<file path="config.mk">
export PLATFORM = sky130hd
export DESIGN_NAME = fifo_wr_arbiter
export DESIGN_NICKNAME = d
export VERILOG_FILES = /design/src/rtl/fifo_wr_arbiter.sv
export SDC_FILE = /design/constraint.sdc
export NUM_CORES = 1
export LEC_CHECK = 0
export ABC_CLOCK_PERIOD_IN_PS = 1550
export CAP_MARGIN = 20
export CORE_MARGIN = 3
export CORE_UTILIZATION = 33
export CTS_CLUSTER_SIZE = 40
export DETAILED_ROUTE_END_ITERATION = 10
export PLACE_DENSITY = 0.81
export SKIP_CTS_REPAIR_TIMING = 1
export SLEW_MARGIN = 5
export SYNTH_ARGS = -nofsm -noshare
export SYNTH_HDL_FRONTEND = slang
export SYNTH_SLANG_ARGS = --single-unit
</file>
<file path="constraint.sdc">
create_clock -name i_clk -period 1.55 [get_ports i_clk]
set_input_delay 0.31 -clock i_clk [delete_from_list [all_inputs] [get_ports i_clk]]
set_output_delay 0.31 -clock i_clk [all_outputs]
set_load 0.02 [all_outputs]
</file>
<file path="src/rtl/fifo_wr_arbiter.sv">
`default_nettype none
// ============================================================================
// Module   : fifo_wr_arbiter
// Purpose  : Round-robin burst arbiter sharing one FIFO write port among
//            NUM_REQ valid/ready requesters in the write clock domain.
// Revision : 1.0 - initial release
// ============================================================================
module fifo_wr_arbiter #(
    parameter  int NUM_REQ   = 4,
    parameter  int WIDTH     = 8,
    parameter  int MAX_BURST = 4,
    localparam int IDW       = (NUM_REQ > 1) ? $clog2(NUM_REQ) : 1
) (
    input  logic                     i_clk,
    input  logic                     i_reset,
    input  logic [NUM_REQ-1:0]       i_req_valid,
    input  logic [NUM_REQ*WIDTH-1:0] i_req_data,
    output logic [NUM_REQ-1:0]       o_req_ready,
    input  logic                     i_fifo_full,
    output logic                     o_fifo_we,
    output logic [WIDTH-1:0]         o_fifo_wdata,
    output logic [IDW-1:0]           o_grant_id,
    output logic                     o_busy
);

    localparam int BW = $clog2(MAX_BURST + 1);

    typedef enum logic [0:0] {
        S_IDLE  = 1'b0,
        S_BURST = 1'b1
    } state_t;

    state_t           r_state;
    logic [IDW-1:0]   r_rr_ptr;
    logic [IDW-1:0]   r_grant_id;
    logic [BW-1:0]    r_beat_cnt;
    logic             r_busy;

    logic [WIDTH-1:0] w_req_data [NUM_REQ];
    logic [IDW-1:0]   w_sel_id;
    logic             w_any_valid;
    logic [IDW-1:0]   w_next_rr;
    logic             w_grant_valid;
    logic             w_accept_ok;
    logic             w_xfer;
    logic             w_last_beat;

    // (base + off) mod NUM_REQ, with base < NUM_REQ and off < NUM_REQ
    function automatic logic [IDW-1:0] wrap_idx(input logic [IDW-1:0] base, input int off);
        int sum;
        sum = int'(base) + off;
        if (sum >= NUM_REQ) begin
            sum = sum - NUM_REQ;
        end
        return IDW'(sum);
    endfunction

    for (genvar k = 0; k < NUM_REQ; k++) begin : g_unpack
        assign w_req_data[k] = i_req_data[k*WIDTH +: WIDTH];
    end

    // Scan downward so the smallest offset from rr_ptr is the final winner.
    always_comb begin
        w_sel_id    = '0;
        w_any_valid = 1'b0;
        for (int i = NUM_REQ - 1; i >= 0; i--) begin
            if (i_req_valid[wrap_idx(r_rr_ptr, i)]) begin
                w_sel_id    = wrap_idx(r_rr_ptr, i);
                w_any_valid = 1'b1;
            end
        end
    end

    assign w_next_rr     = (r_grant_id == IDW'(NUM_REQ - 1)) ? '0 : r_grant_id + IDW'(1);
    assign w_grant_valid = i_req_valid[r_grant_id];
    // Reset blocks the handshake so a word offered in the reset cycle is never lost.
    assign w_accept_ok   = (r_state == S_BURST) && !i_fifo_full && !i_reset;
    assign w_xfer        = w_grant_valid && w_accept_ok;
    assign w_last_beat   = (r_beat_cnt == BW'(MAX_BURST - 1));

    for (genvar k = 0; k < NUM_REQ; k++) begin : g_ready
        assign o_req_ready[k] = w_accept_ok && (r_grant_id == IDW'(k));
    end

    assign o_fifo_we    = w_xfer;
    assign o_fifo_wdata = (r_state == S_BURST) ? w_req_data[r_grant_id] : '0;
    assign o_grant_id   = r_grant_id;
    assign o_busy       = r_busy;

    always_ff @(posedge i_clk) begin
        if (i_reset) begin
            r_state    <= S_IDLE;
            r_rr_ptr   <= '0;
            r_grant_id <= '0;
            r_beat_cnt <= '0;
            r_busy     <= 1'b0;
        end else begin
            case (r_state)
                S_IDLE: begin
                    if (w_any_valid) begin
                        r_grant_id <= w_sel_id;
                        r_beat_cnt <= '0;
                        r_state    <= S_BURST;
                        r_busy     <= 1'b1;
                    end
                end
                S_BURST: begin
                    // Full stalls the burst indefinitely; only a dropped valid or the last beat ends it.
                    if (!w_grant_valid || (w_xfer && w_last_beat)) begin
                        r_state  <= S_IDLE;
                        r_busy   <= 1'b0;
                        r_rr_ptr <= w_next_rr;
                    end
                    if (w_xfer) begin
                        r_beat_cnt <= r_beat_cnt + BW'(1);
                    end
                end
                default: begin
                    r_state <= S_IDLE;
                    r_busy  <= 1'b0;
                end
            endcase
        end
    end

endmodule
`default_nettype wire

</file>
==> results.sh, run 1 <==
export IMPL_grt_max_degree=17
export IMPL_finalHoldViolCount=0
export IMPL_min_period_over_period_pct=123
export IMPL_drv_cap=0
export IMPL_portBuffers=54
export IMPL_n_antenna_cell=0
export IMPL_min_from="r_beat_cnt[0]$_SDFFE_PP0P_"
export IMPL_period_minus_slack_ns=1.90
export IMPL_first_pass_iters=6
export IMPL_hold_class="reg -> reg"
export IMPL_r2r_start="o_grant_id[0]$_SDFFE_PP0P_"
export IMPL_fp_dieArea_sq_mm=0.00326
export IMPL_core_area_sq_mm=0.00234
export IMPL_dr_first_iter_drc_count=39
export IMPL_row_count=17
export IMPL_tightest_slew_ns=0.308
export IMPL_ys_types=32
export IMPL_antenna_found_initial=0
export IMPL_detailroute_via_count=1063
export IMPL_fin_skew_ns=0.000701
export IMPL_min_to="r_beat_cnt[0]$_SDFFE_PP0P_"
export IMPL_drcViolationCount=0
export IMPL_path_clk_slew_ns=0.07
export IMPL_worstSetupPathType="reg -> out"
export IMPL_final_setup_viol_count=15
export IMPL_cp_cell_sequence="buf_6 > mux4_2 > and2_4 > buf_6"
export IMPL_tns_ns=-3.81
export IMPL_leakagePower_uw=0.000835
export IMPL_crit_arrival_ns=1.59
export IMPL_netlist_instances=91
export IMPL_slew_headroom_pct=79.5
export IMPL_max_stage_delay_ns=0.52
export IMPL_die_y_um=57.1
export IMPL_hold_ws_ns=0.498
export IMPL_path_delay_family="multiplexers"
export IMPL_crit_path_end_kind="output port"
export IMPL_gr_total_overflow=0
export IMPL_grt_pass1_wl_um=4790
export IMPL_hpwlAfterDp_um=2390
export IMPL_ys_seq_area_share_pct=20.9
export IMPL_syn_area_sq_um=861
export IMPL_die_w_um=57.1
export IMPL_clk_latency_ns=0.27
export IMPL_ys_ff_latch=9
export IMPL_cts_made_buffers=3
export IMPL_max_clock_freq_mhz=525
export IMPL_reg2regPathDepth=7
export IMPL_rsz0062_at_grt="yes"
export IMPL_crit_fanout=4
export IMPL_critPathBufInv=2
export IMPL_ant_nets=0
export IMPL_synth_fp_nets=136
export IMPL_tritoncts="built"
export IMPL_setup_ws_ns=-0.353
export IMPL_viasPerCell=5.37
export IMPL_track_usage_pct=18.6
export IMPL_p_total_uw=986
export IMPL_avgSynthCellArea_sq_um=9.46
export IMPL_critPathMostFrequentCell="buf_6"
export IMPL_cts_buffer_depth=2
export IMPL_yosys_warnings=0
export IMPL_violations="setup timing"
export IMPL_rrSetupSlack_ns=-0.09
export IMPL_drive_gt1_share_pct=47.1
export IMPL_cts_sinks=9
export IMPL_fin_nets=216
export IMPL_globalplace_congestion=0.857
export IMPL_area_growth_pct=110
export IMPL_wire_per_inst_um=18.1
export IMPL_cp_data_required_time_ns=1.24
export IMPL_cp_slowest_cell="mux4_2"
export IMPL_vdd_drop_max_uv=489
export IMPL_worst_setup_path_start_kind="register"
export IMPL_grt_pass1_vias=1085
export IMPL_utilization_pct=77.2
export IMPL_status="finished, violations left"
export IMPL_cellPowerDensity_mw_per_mm2=546
export IMPL_cts_max_level=1
export IMPL_slew_viol_final=0
export IMPL_io_pin_count=55
export IMPL_routed_wirelength_um=3590
export IMPL_initial_core_util_pct=36.8
export IMPL_hold_depth=1
export IMPL_ctsRootBufferMaster="clkbuf_4"
export IMPL_rr_endpoint="r_beat_cnt[1]$_SDFFE_PP0P_"
[worst max-delay path by stage]
| stage | slack (ns) | from | to | depth (start not counted) |
|---|---|---|---|---|
| floorplan | -0.006 | o_grant_id[0]$_SDFFE_PP0P_ | o_fifo_wdata[0] | 3 |
| global placement | -0.64 | i_req_data[21] | o_fifo_wdata[5] | 4 |
| detailed placement | -0.66 | i_req_data[30] | o_fifo_wdata[6] | 4 |
| CTS | -0.76 | o_grant_id[0]$_SDFFE_PP0P_ | o_fifo_we | 6 |
| global route | -0.37 | o_grant_id[0]$_SDFFE_PP0P_ | o_fifo_wdata[2] | 4 |
| finish | -0.35 | o_grant_id[0]$_SDFFE_PP0P_ | o_fifo_wdata[2] | 4 |
[area by class of cell]
type / instances / area (sq um)
tap: 28 / 35.0
clock buffer: 4 / 26.3
sequential: 9 / 188
fill: 146 / 534
multi-input combinational: 71 / 764
inverter: 7 / 26.3
timing repair buffer: 79 / 766
[cell families after synthesis]
family,count (synthesis),share of synthesized area [%]
and+or+nand+nor,37,26.5
AOI/OAI and AO/OA,15,11.5
muxes,13,26.9
buffers and inverters,11,5.52
DFF,9,20.9
adders and majority gates,6,8.72
[metrics by stage]
| stage | cell area [sq um] | std cells | worst slack, ns |
|---|---|---|---|
| after global placement | 1570 | 187 | -0.637 |
| after global routing | 1810 | 198 | -0.369 |
| after CTS | 1600 | 191 | -0.762 |
| after floorplan | 891 | 91 | -0.00650 |
| after detailed placement | 1570 | 187 | -0.661 |
| final | 1810 | 198 | -0.353 |
[flip-flops by register name, indices dropped and copies added, names as in the netlist]
name	count
o_busy	1
o_grant_id	2
r_beat_cnt	3
r_rr_ptr	2
r_state	1
[cell usage in the layout (no fill, tap or decap), drive strengths merged, types with 2 or more instances in the layout]
cell type	synthesis	layout
a21o	2	2
a21oi	6	6
and2	12	12
buf	3	38
clkbuf	1	4
clkdlybuf4s50	0	35
dfxtp	9	9
dlymetal6s2s	0	6
ha	6	6
inv	7	7
mux2i	4	4
mux4	8	8
nand2	5	5
nand2b	2	2
nand3	4	4
nor2	4	4
nor3	2	2
nor3b	2	2
o21ai	2	2
[worst register-to-register path, delay by kind of cell (launching register included)]
| family | cells | cell delay, ns |
|---|---|---|
| DFF | 1 | 0.38 |
| and+or+nand+nor | 2 | 0.16 |
| muxes | 2 | 0.59 |
| buffers and inverters | 3 | 0.40 |
[cell usage after synthesis]
cell type	count	area (sq um)
a2111o_1	1	11.3
a21o_1	2	15.0
a21oi_1	6	30.0
a32o_1	1	10.0
a32oi_1	1	8.76
and2_1	12	75.1
and3_1	1	6.26
buf_2	2	10.0
buf_4	1	7.51
clkbuf_1	1	3.75
dfxtp_1	9	180
ha_1	6	75.1
inv_1	7	26.3
mux2_1	1	11.3
mux2i_1	4	40.0
mux4_2	8	180
nand2_1	5	18.8
nand2b_1	2	12.5
nand3_1	3	15.0
nand3_2	1	10.0
nand3b_1	1	7.51
nor2_1	4	15.0
nor2b_1	1	6.26
nor3_1	2	10.0
nor3b_1	1	7.51
nor3b_4	1	18.8
nor4_2	1	12.5
o211ai_1	1	7.51
o21ai_1	2	10.0
o22ai_1	1	6.26
or2_2	1	6.26
or3_1	1	6.26
[per-layer routing]
metal / vias to the layer above / share of wire (%) / GRT usage, %
met1: 508 / 41 / 20.6
met2: 60 / 50 / 34.7
li1: 490 / - / -
met5: - / 0 / 0
met4: 0 / 1.3 / 5.96
met3: 5 / 7.9 / 4.07
[report_power, final]
group / switching (uW) / internal [uW]
sequential: 21.2 / 246
clock: 103 / 99.8
combinational: 204 / 313
total: 328 / 658
Power figures use the tool's default switching activity.
==> run 2: changes to the inputs <==
--- a/config.mk
+++ b/config.mk
@@ -11,6 +11,7 @@
 export CORE_UTILIZATION = 33
 export CTS_CLUSTER_SIZE = 40
 export DETAILED_ROUTE_END_ITERATION = 10
+export MAX_ROUTING_LAYER = met4
 export PLACE_DENSITY = 0.81
 export SKIP_CTS_REPAIR_TIMING = 1
 export SLEW_MARGIN = 5
==> results.sh, run 2 (synthesis results as in run 1) <==
export IMPL_min_period_over_period_pct=123
export IMPL_crit_fanout=4
export IMPL_finalHoldViolCount=0
export IMPL_place_ws_ns=-0.661
export IMPL_fin_nets=216
export IMPL_layout_common_cells="35 x clkdlybuf4s50_1, 20 x buf_4, 16 x buf_6, 11 x and2_4, 8 x mux4_2"
export IMPL_viasPerCell=5.37
export IMPL_worst_setup_path_start_kind="register"
export IMPL_vdd_drop_max_uv=486
export IMPL_io_pin_count=55
export IMPL_first_pass_iters=6
export IMPL_antenna_found_initial=0
export IMPL_hpwlAfterDp_um=2390
export IMPL_slew_headroom_pct=79.6
export IMPL_tritoncts="built"
export IMPL_grt_pass1_vias=1088
export IMPL_core_area_sq_mm=0.00234
export IMPL_globalplace_congestion=0.871
export IMPL_cts_made_buffers=3
export IMPL_stdcell_count=198
export IMPL_largest_reg_flops=3
export IMPL_drcViolationCount=0
export IMPL_detailroute_via_count=1063
export IMPL_drv_cap=0
export IMPL_area_growth_pct=110
export IMPL_die_w_um=57.1
export IMPL_gr_total_overflow=0
export IMPL_final_setup_viol_count=15
export IMPL_tightest_slew_ns=0.306
export IMPL_path_clk_slew_ns=0.07
export IMPL_setup_ws_ns=-0.352
export IMPL_dp_cells=187
export IMPL_row_count=17
export IMPL_fp_dieArea_sq_mm=0.00326
export IMPL_initial_core_util_pct=36.8
export IMPL_fin_skew_ns=0.000957
export IMPL_violations="setup timing"
export IMPL_hold_class="reg -> reg"
export IMPL_portBuffers=54
export IMPL_cts_sinks=9
export IMPL_rsz0062_at_grt="yes"
export IMPL_max_clock_freq_mhz=526
export IMPL_wire_per_inst_um=18.1
export IMPL_slew_viol_final=0
export IMPL_ant_nets=0
export IMPL_cts_max_level=1
export IMPL_mostFrequentLayoutCell="clkdlybuf4s50_1"
export IMPL_dr_first_iter_drc_count=32
export IMPL_routed_wirelength_um=3580
export IMPL_grt_max_degree=17
export IMPL_cp_data_required_time_ns=1.24
export IMPL_cellPowerDensity_mw_per_mm2=546
export IMPL_cts_buffer_depth=2
export IMPL_grt_pass1_wl_um=4770
export IMPL_n_antenna_cell=0
export IMPL_worstSetupPathType="reg -> out"
export IMPL_drive_gt1_share_pct=47.1
export IMPL_die_y_um=57.1
export IMPL_leakagePower_uw=0.000835
export IMPL_tns_ns=-3.78
export IMPL_clk_latency_ns=0.27
export IMPL_period_minus_slack_ns=1.90
export IMPL_crit_path_end_kind="output port"
export IMPL_crit_arrival_ns=1.59
export IMPL_regMostFlops="r_beat_cnt"
export IMPL_status="finished, violations left"
export IMPL_ctsRootBufferMaster="clkbuf_4"
export IMPL_track_usage_pct=19.0
[run 2: metal layers]
metal	part of all wire [%]	wire (um)	global-route usage, %	up-vias
met5	0	0	-	-
met4	1.3	47	5.96	0
met3	7.4	265	3.85	5
met2	50	1800	34.9	58
met1	41	1470	20.3	510
li1	-	-	-	490
[run 2: final cells by class]
class,instances,area (sq um)
tap,28,35.0
sequential,9,188
timing repair buffer,79,766
inverter,7,26.3
clock buffer,4,26.3
fill,146,534
multi-input combinational,71,764
[run 2: path summary, 6_finish.rpt]
check	from	endpoint	slack, ns	cells past startpoint
worst max-delay path	o_grant_id[0]$_SDFFE_PP0P_	o_fifo_wdata[2]	-0.35	4
worst min-delay path	r_beat_cnt[0]$_SDFFE_PP0P_	r_beat_cnt[0]$_SDFFE_PP0P_	0.50	1
worst max register to register	o_grant_id[0]$_SDFFE_PP0P_	r_beat_cnt[1]$_SDFFE_PP0P_	-0.09	7
worst min register to register	r_beat_cnt[0]$_SDFFE_PP0P_	r_beat_cnt[0]$_SDFFE_PP0P_	0.50	1
[run 2: power by group]
group / total (uW) / internal [uW] / switching (uW)
clock: 202 / 99.9 / 102
combinational: 517 / 313 / 204
sequential: 267 / 246 / 21.2
total: 986 / 659 / 327
[run 2: through the flow]
| step | cell area, sq um | utilization, % | power [uW] | hold slack, ns |
|---|---|---|---|---|
| 6_report | 1810 | 77.2 | 986 | 0.498 |
| 5_1_grt | 1810 | 77.2 | 1030 | 0.508 |
| 4_1_cts | 1600 | 68.3 | 897 | 0.497 |
| 3_5_place_dp | 1570 | 67.2 | 698 | 0.485 |
| 3_3_place_gp | 1570 | 67.2 | 686 | 0.455 |
| 2_1_floorplan | 891 | - | 476 | 0.441 |
[run 2: worst max-delay path: stages, from the launching register on]
cell and delay (ns):
dfxtp_4 0.37, buf_6 0.12, mux4_2 0.52, and2_4 0.18
buf_6 0.12
==> run 3: changes to the inputs <==
--- a/config.mk
+++ b/config.mk
@@ -9,7 +9,7 @@
 export CAP_MARGIN = 20
 export CORE_MARGIN = 3
 export CORE_UTILIZATION = 33
-export CTS_CLUSTER_SIZE = 40
+export CTS_CLUSTER_SIZE = 8
 export DETAILED_ROUTE_END_ITERATION = 10
 export MAX_ROUTING_LAYER = met4
 export PLACE_DENSITY = 0.81
==> results of run 3 <==
Same layout as run 2: the final DEF is identical, and so are final timing and power.
